===== src/rtl/option_pkg.sv =====
// Shared constants, FSM state type and Q-format helpers for the option pricing datapath.
package option_pkg;

  localparam int DATA_W = 16;
  localparam int FRAC_W = 8;
  localparam logic [15:0] DISC_ONE = 16'h8000;

  typedef enum logic [1:0] {
    ST_IDLE  = 2'd0,
    ST_ACCUM = 2'd1,
    ST_SCALE = 2'd2,
    ST_DONE  = 2'd3
  } state_t;

  // Multiply an unsigned value (up to 32 bits) by a Q1.15 factor and drop the fraction (floor).
  function automatic logic [47:0] q15_scale(input logic [31:0] v, input logic [15:0] d);
    logic [47:0] p;
    p = {16'b0, v} * {32'b0, d};
    return p >> 15;
  endfunction

endpackage


===== src/rtl/payoff_calc.sv =====
// Combinational call payoff max(S-K,0) on unsigned fixed-point operands.
module payoff_calc #(
  parameter int DATA_W = 16
) (
  input  logic [DATA_W-1:0] s,
  input  logic [DATA_W-1:0] k,
  output logic [DATA_W-1:0] payoff
);

  assign payoff = (s > k) ? (s - k) : '0;

endmodule


===== src/rtl/payoff_accumulator.sv =====
// Accumulates 2^N_PATHS_LOG2 call payoffs and emits the discounted mean as the option price.
// Optional build macro PAYOFF_ASIAN_EN selects an arithmetic-average Asian payoff.
module payoff_accumulator
  import option_pkg::*;
#(
  parameter int DATA_W       = option_pkg::DATA_W,
  parameter int N_PATHS_LOG2 = 10,
  parameter int STEPS_LOG2   = 4
) (
  input  logic              clk,
  input  logic              rst_n,
  input  logic              start,
  input  logic [DATA_W-1:0] strike,
  input  logic [15:0]       disc,
  input  logic              path_valid,
  input  logic [DATA_W-1:0] path,
  input  logic              path_last,
  output logic              busy,
  output logic              price_valid,
  output logic [DATA_W-1:0] price,
  output logic              err
);

  localparam int ACC_W = DATA_W + N_PATHS_LOG2;

  // The scaler helper is 32-bit wide on its input and averaging needs at least one step bit.
  if (DATA_W > 32 || STEPS_LOG2 < 1) begin : g_param_chk
    $error("payoff_accumulator: unsupported DATA_W/STEPS_LOG2");
  end

  state_t                  state, state_nxt;
  logic [DATA_W-1:0]       strike_q;
  logic [15:0]             disc_q;
  logic [ACC_W-1:0]        acc;
  logic [N_PATHS_LOG2-1:0] path_cnt;
  logic [DATA_W-1:0]       s_eval;
  logic [DATA_W-1:0]       payoff;
  logic                    path_done;
  logic                    last_path;
  logic [DATA_W-1:0]       mean;
  logic [47:0]             scaled;
  logic [DATA_W-1:0]       price_sat;

  assign path_done = (state == ST_ACCUM) && path_valid && path_last;
  assign last_path = path_done && (path_cnt == '1);

`ifdef PAYOFF_ASIAN_EN
  localparam int SUM_W = DATA_W + STEPS_LOG2;

  logic [SUM_W-1:0]      step_sum;
  logic [SUM_W-1:0]      sum_nxt;
  logic [STEPS_LOG2-1:0] step_cnt;
  logic                  err_q;

  assign sum_nxt = step_sum + SUM_W'(path);
  assign s_eval  = sum_nxt[SUM_W-1:STEPS_LOG2];
  assign err     = err_q;

  always_ff @(posedge clk or negedge rst_n) begin
    if (!rst_n) begin
      step_sum <= '0;
      step_cnt <= '0;
      err_q    <= 1'b0;
    end else if (state == ST_IDLE) begin
      if (start) begin
        step_sum <= '0;
        step_cnt <= '0;
        err_q    <= 1'b0;
      end
    end else if (state == ST_ACCUM && path_valid) begin
      if (path_last) begin
        step_sum <= '0;
        step_cnt <= '0;
        if (step_cnt != '1) err_q <= 1'b1;
      end else begin
        step_sum <= sum_nxt;
        step_cnt <= step_cnt + 1'b1;
      end
    end
  end
`else
  assign s_eval = path;
  assign err    = 1'b0;
`endif

  payoff_calc #(.DATA_W(DATA_W)) u_payoff_calc (
    .s      (s_eval),
    .k      (strike_q),
    .payoff (payoff)
  );

  assign mean      = acc[ACC_W-1:N_PATHS_LOG2];
  assign scaled    = q15_scale(32'(mean), disc_q);
  assign price_sat = (scaled[47:DATA_W] != '0) ? '1 : scaled[DATA_W-1:0];

  always_comb begin
    state_nxt = state;
    case (state)
      ST_IDLE:  if (start) state_nxt = ST_ACCUM;
      ST_ACCUM: if (last_path) state_nxt = ST_SCALE;
      ST_SCALE: state_nxt = ST_DONE;
      ST_DONE:  state_nxt = ST_IDLE;
      default:  state_nxt = ST_IDLE;
    endcase
  end

  // price_valid and the busy drop are registered off DONE, so they land together one edge later.
  always_ff @(posedge clk or negedge rst_n) begin
    if (!rst_n) begin
      state       <= ST_IDLE;
      strike_q    <= '0;
      disc_q      <= '0;
      acc         <= '0;
      path_cnt    <= '0;
      price       <= '0;
      busy        <= 1'b0;
      price_valid <= 1'b0;
    end else begin
      state       <= state_nxt;
      price_valid <= (state == ST_DONE);
      case (state)
        ST_IDLE: begin
          if (start) begin
            strike_q <= strike;
            disc_q   <= disc;
            acc      <= '0;
            path_cnt <= '0;
            price    <= '0;
            busy     <= 1'b1;
          end
        end
        ST_ACCUM: begin
          if (path_done) begin
            acc      <= acc + ACC_W'(payoff);
            path_cnt <= path_cnt + 1'b1;
          end
        end
        ST_SCALE: price <= price_sat;
        ST_DONE:  busy  <= 1'b0;
        default: ;
      endcase
    end
  end

endmodule

===== config.mk =====
export PLATFORM = sky130hd
export DESIGN_NAME = payoff_accumulator
export DESIGN_NICKNAME = d
export VERILOG_FILES = /design/src/rtl/option_pkg.sv /design/src/rtl/payoff_calc.sv /design/src/rtl/payoff_accumulator.sv
export SDC_FILE = /design/constraint.sdc
export NUM_CORES = 1
export LEC_CHECK = 0
export ABC_AREA = 1
export CAP_MARGIN = 5
export CORE_ASPECT_RATIO = 0.7
export CORE_MARGIN = 2
export CORE_UTILIZATION = 60
export CTS_CLUSTER_DIAMETER = 100
export CTS_CLUSTER_SIZE = 10
export DETAILED_ROUTE_END_ITERATION = 6
export GPL_ROUTABILITY_DRIVEN = 0
export PLACE_DENSITY = 0.83
export SYNTH_ARGS = -nofsm -noshare
export SYNTH_HDL_FRONTEND = slang
export SYNTH_SLANG_ARGS = --single-unit

===== constraint.sdc =====
create_clock -name clk -period 10.4 [get_ports clk]
set_input_delay 1.04 -clock clk [delete_from_list [all_inputs] [get_ports clk]]
set_output_delay 1.04 -clock clk [all_outputs]
set_load 0.1 [all_outputs]

---- After elaboration in Yosys (flattened, before gate mapping) ----
Cells that the tools add are included.
operators by class
  add/sub/neg operators ................... 3
  multiply operators ...................... 1
  magnitude comparators ................... 1
  equal/unequal tests ..................... 7
  muxes and demuxes ....................... 15
  reductions and logical operators ........ 12
operators with widths
  cell                   number
  $mux 26                2
  $pmux 26 s2            1
  $mux 16                3
  $mul 16x16->32         1
  $pmux 16 s2            1
  $add 26x16->26         1
  $mux 10                2
  $pmux 10 s2            1
  $gt 16x16->1           1
  $sub 16x16->16         1
  $add 10x1->10 const B  1
  $eq 10x10->1 const B   1
  $pmux 2 s4             1
  $reduce_and 2->1       4
  $ne 2x2->1 const B     3
  $reduce_bool 2->1      3
  $eq 2x2->1 const B     2
  $mux 2                 2
  $logic_and 1x1->1      3
  $reduce_and 3->1       1
  $eq 2x1->1 const B     1
  $logic_not 2->1        1
  $pmux 1 s2             1
  $mux 1                 1
word-level totals
  bits in registers ....................... 88
  logic and storage cells ................. 47

---- Depth between registers and ports, before layout ----
  word-level depth ........................ 6
  depth in mapped cells ................... 31

---- Cells and area by module ----
A second synthesis with hierarchy kept.
unflattened totals
  cells, all modules ...................... 2079
  area, all modules ....................... 14791.7 µm²
modules (own cells, without submodules)
  module              times used  cells an instance  area each (µm²)  sequential area each (µm²)
  payoff_accumulator  1           1848               13600.5          2202.1
  payoff_calc         1           231                1191.1           0.0

---- Worst setup path before layout ----
Ideal clock, no wire load.
  path kind ............................... reg-to-reg
  start ................................... register acc[20]
  end ..................................... register price[0]
  arrival time ............................ 5.545 ns
  data required time ...................... 10.280 ns
  setup slack ............................. 4.735 ns
  cell stages (with the launch flop) ...... 28
  path buffers ............................ 3
  period minus slack after synthesis ...... 5.665 ns
  cell sequence ........................... dfrtp_1 -> clkbuf_1 -> buf_1 -> nand2_1 -> fa_1 -> fa_1 -> fa_1 -> fa_1 -> inv_1 -> fa_1 -> inv_1 -> fa_1 -> inv_1 -> ha_1 -> nand2_1 -> nor2_1 -> inv_2 -> nor3_4 -> nand2_2 -> nand2_2 -> nand2_2 -> nand2_2 -> nand2_2 -> nand2_4 -> buf_12 -> nand2_2 -> nand2_1 -> nand2_1
between the ends
  longest elaborated chain between the ends .. 3
ends and longest elaborated chain
  element                 RTL line                   source
  from (decl)             payoff_accumulator.sv:34   logic [ACC_W-1:0] acc;
  from (signal assigned)  payoff_accumulator.sv:134  acc <= acc + ACC_W'(payoff);
  $mul 16x16->32          option_pkg.sv:18           p = {16'b0, v} * {32'b0, d};
  $mux 16                 payoff_accumulator.sv:94   assign price_sat = (scaled[47:DATA_W] != '0) ? '1 : scaled[DATA_W-1:0];
  $pmux 16 s2             payoff_accumulator.sv:121  case (state)
  to (signal assigned)    payoff_accumulator.sv:138  ST_SCALE: price <= price_sat;
  to (decl)               payoff_accumulator.sv:20   output logic [DATA_W-1:0] price,
No other way between the ends.
A chain may end at the register's enable or synchronous reset.

---- Worst setup path in the final report ----
  start ................................... register acc[19]
  end ..................................... register price[9]
Same word-level chain as after synthesis.

==> implementation parameters <==
Parameter                              Value

Run status
  Result of the run    finished, final reports clean

Cells and area
  Number of filler cells placed in the layout    1988
  Number of diodes    0
  Fraction of final layout cells with drive strength greater than 1    0.02768
  Synthesis-to-layout area growth    7.470%
  Cell area after layout    15610 µm²
  Layout Nets    2404

Min path
  Hold Path Class    flop to flop

Synth
  Mapped cell area    14520 µm²
  Yosys reg bits    88
  Proportion of synthesized chip area in sequential cells    0.1516
  Cell accounting for the most synthesized area    sky130_fd_sc_hd__fa_1
  Async set-reset flop share out of synthesis    1.000
  Yosys warning count    0
  Area contributors post-synth    sky130_fd_sc_hd__fa_1, sky130_fd_sc_hd__nand2_1, sky130_fd_sc_hd__dfrtp_1, sky130_fd_sc_hd__ha_1, sky130_fd_sc_hd__inv_1
  Avg Synthesized Cell Area    7.214 µm²
  Net count after synthesis    2399
  Count of different cell masters after synthesis    44
  Area share of the largest cell type after synthesis    0.2688
  Synth Flop Type    sky130_fd_sc_hd__dfrtp_1
  Count of flip-flops with a built-in enable after synthesis    0
  Most instantiated library cell after synthesis    sky130_fd_sc_hd__nand2_1
  Post-synthesis cell count    2013
  Top cells by instance count after synthesis    sky130_fd_sc_hd__nand2_1, sky130_fd_sc_hd__inv_1, sky130_fd_sc_hd__fa_1

Power and ir drop
  Worst IR Drop VDD    0.0001931 V
  Share of power burned in the clock network    0.116
  Leak Pwr    8.954 nW
  Switching share of power    0.5685
  Power per cell area    192.2 nW/µm²
  Part of the power in registers    0.258
  Net Switching    0.001705 W
  Power Internal    0.001294 W
  Part of the total power dissipated in combinational logic    0.627

STA
  Final-report setup violation count    0
  Sum of negative setup slack    0 ns
  Setup skew after layout    0.007965 ns
  Number of hold violations in the final report    0
  Relative slew slack    0.1545
  Minimum clock period after layout    6.211 ns
  RSZ-0062 raised after global routing    no
  Peak Freq    0.1610 GHz
  Max-slew violation count    0
  Slew at the pin closest to its max-slew limit    1.268 ns
  Final Cycle Share    0.5972

Route
  Post-Route WL    38370 µm
  DRC errors left    0
  Routed wire per std cell    16.39 µm
  Initial DRT Pass Iterations    6
  Detail-routed via count per cell    5.488
  DR vias    12850
  First-iteration detailed-routing DRC count    1467
  Antenna violation net count after detailed routing    0

GRT
  Global-route usage over all layers    0.3233
  Overall overflow remaining after global route    0
  Pin count of the biggest net entering global routing    62
  Number of global-route vias before repair    12860
  Global-route wire length before repair    64520 µm
  Number of antenna violations at the first check in global routing    0

Floorplanning
  Total die area    25480 µm²
  Chip height    134.2 µm
  # rows    47
  Ports placed on the boundary    72
  Core ar.    23700 µm²
  Initial cell density of the core    0.6127
  Die X    189.9 µm

Clocking
  # Post-CTS Setup Buffers    0
  Sinks on Clock Net    88
  Number of clock buffers inserted by TritonCTS    9
  Clock slew at reported path FFs    0.07 ns
  H-tree depth    3
  Number of resized instances in the post-cts repair step    0
  CTS tree    built
  Later-pin clock latency in the skew report    0.37 ns
  Number of hold-repair buffers added at the cts stage    0
  Longest Clk Path Bufs    2
  CTS Root Buffer Type    sky130_fd_sc_hd__clkbuf_16

Placed design
  HPWL after detailed placement    30410 µm
  Port buffer count    70
  Area after DPL    15300 µm²

Critical path
  Class of the most critical setup path    flop to flop
  Crit path DAT    6.47 ns
  Startpoint types    flop
  CP Capture Type    flop
  Largest fanout of any net on the critical path    21
  Data required, critical path    10.66 ns

Flow run
  Count of max-cap constraint violations    0
-- metrics by stage --
| step | worst slack (ns) | total power (W) | hold slack (ns) | utilization | std cells |
|---|---|---|---|---|---|
| floorplan | 4.735 | 0.002003 | 0.4431 | - | 2013 |
| global placement | 4.368 | 0.002501 | 0.4645 | 0.6457 | 2325 |
| detailed placement | 4.297 | 0.002555 | 0.4658 | 0.6457 | 2325 |
| CTS | 4.257 | 0.002943 | 0.4840 | 0.6585 | 2341 |
| global route | 3.889 | 0.003258 | 0.5062 | 0.6585 | 2341 |
| finish | 4.189 | 0.002999 | 0.4832 | 0.6585 | 2341 |
-- routing by layer --
metal | vias to the layer above | routed length [µm] | global-route usage
met5 | - | 0 | 0
met4 | 0 | 662 | 0.06632
met3 | 72 | 5348 | 0.1083
met2 | 755 | 15780 | 0.4657
met1 | 6050 | 16580 | 0.4761
li1 | 5970 | - | -
-- worst max-delay path: stages (launching register included) --
cell and delay (ns):
sky130_fd_sc_hd__dfrtp_1 0.99, sky130_fd_sc_hd__nand2_1 0.17, sky130_fd_sc_hd__fa_1 0.54, sky130_fd_sc_hd__fa_1 0.59
sky130_fd_sc_hd__fa_1 0.45, sky130_fd_sc_hd__fa_1 0.58, sky130_fd_sc_hd__inv_1 0.07, sky130_fd_sc_hd__fa_1 0.54
sky130_fd_sc_hd__inv_1 0.06, sky130_fd_sc_hd__fa_1 0.54, sky130_fd_sc_hd__inv_1 0.04, sky130_fd_sc_hd__ha_1 0.31
sky130_fd_sc_hd__nand2_1 0.09, sky130_fd_sc_hd__nor2_1 0.13, sky130_fd_sc_hd__inv_2 0.08, sky130_fd_sc_hd__nor3_4 0.14
sky130_fd_sc_hd__nand2_2 0.08, sky130_fd_sc_hd__nand2_2 0.10, sky130_fd_sc_hd__nand2_2 0.07, sky130_fd_sc_hd__nand2_2 0.07
sky130_fd_sc_hd__nand2_2 0.05, sky130_fd_sc_hd__nand2_4 0.19, sky130_fd_sc_hd__nand2_1 0.09, sky130_fd_sc_hd__nand2_1 0.06
sky130_fd_sc_hd__nand2_1 0.06
-- power groups by stage --
| stage | logic [W] | registers [W] | clock network, W |
|---|---|---|---|
| 2_1_floorplan | 0.00146 | 0.000546 | 0 |
| 3_3_place_gp | 0.00175 | 0.000748 | 0 |
| 3_5_place_dp | 0.00180 | 0.000756 | 0 |
| 4_1_cts | 0.00184 | 0.000752 | 0.000349 |
| 5_1_grt | 0.00211 | 0.000783 | 0.000365 |
| 6_report | 0.00188 | 0.000773 | 0.000347 |
-- sequential cells by signal (all words and copies together), names as in the netlist --
signal / cells
strike_q: 16
disc_q: 16
acc: 26
price: 16
busy: 1
price_valid: 1
path_cnt: 10
state: 2
-- layout by cell type (no fill, tap or decap), types with 6 or more instances in the layout --
master / instances
sky130_fd_sc_hd__a21o_1: 7
sky130_fd_sc_hd__a21oi_1: 80
sky130_fd_sc_hd__clkbuf_16: 9
sky130_fd_sc_hd__clkdlybuf4s50_1: 69
sky130_fd_sc_hd__dfrtp_1: 88
sky130_fd_sc_hd__fa_1: 195
sky130_fd_sc_hd__ha_1: 138
sky130_fd_sc_hd__inv_1: 454
sky130_fd_sc_hd__nand2_1: 617
sky130_fd_sc_hd__nand2_2: 19
sky130_fd_sc_hd__nand3_1: 47
sky130_fd_sc_hd__nand3b_1: 6
sky130_fd_sc_hd__nand4_1: 6
sky130_fd_sc_hd__nor2_1: 113
sky130_fd_sc_hd__nor3_1: 15
sky130_fd_sc_hd__o21ai_0: 58
sky130_fd_sc_hd__o21ai_1: 18
sky130_fd_sc_hd__o21bai_1: 8
sky130_fd_sc_hd__xnor2_1: 11
sky130_fd_sc_hd__xor2_1: 11
-- layout make-up --
type                       count  area (µm²)  area share
multi-input combinational   1385       10250      0.6567
sequential                    88        2202      0.1411
inverter                     460        1727      0.1106
timing repair buffer          74       728.2     0.04666
tap                          318       397.9     0.02550
clock buffer                   9       225.2     0.01443
clock inverter                 7       77.57    0.004971
-- cell families after synthesis --
family                     synth area share
and+or+nand+nor                      0.2342
AOI/OAI and AO/OA                   0.07005
xor gates and xnor gates            0.01327
adders and majority gates            0.3877
other                             0.0002582
DFF                                  0.1516
buffers and inverters                0.1429
-- worst paths after layout --
check | start | to | slack, ns | cells after the start
max | acc[19] | price[9] | 4.19 | 24
min | path_cnt[5] | path_cnt[5] | 0.48 | 1
max in group asynchronous | rst_n | disc_q[7] | 8.70 | 2
max reg2reg | acc[19] | price[9] | 4.19 | 24
min in group asynchronous | rst_n | path_cnt[9] | 0.57 | 1
min reg2reg | path_cnt[5] | path_cnt[5] | 0.48 | 1
No activity file was read; power rests on OpenSTA's default activity.
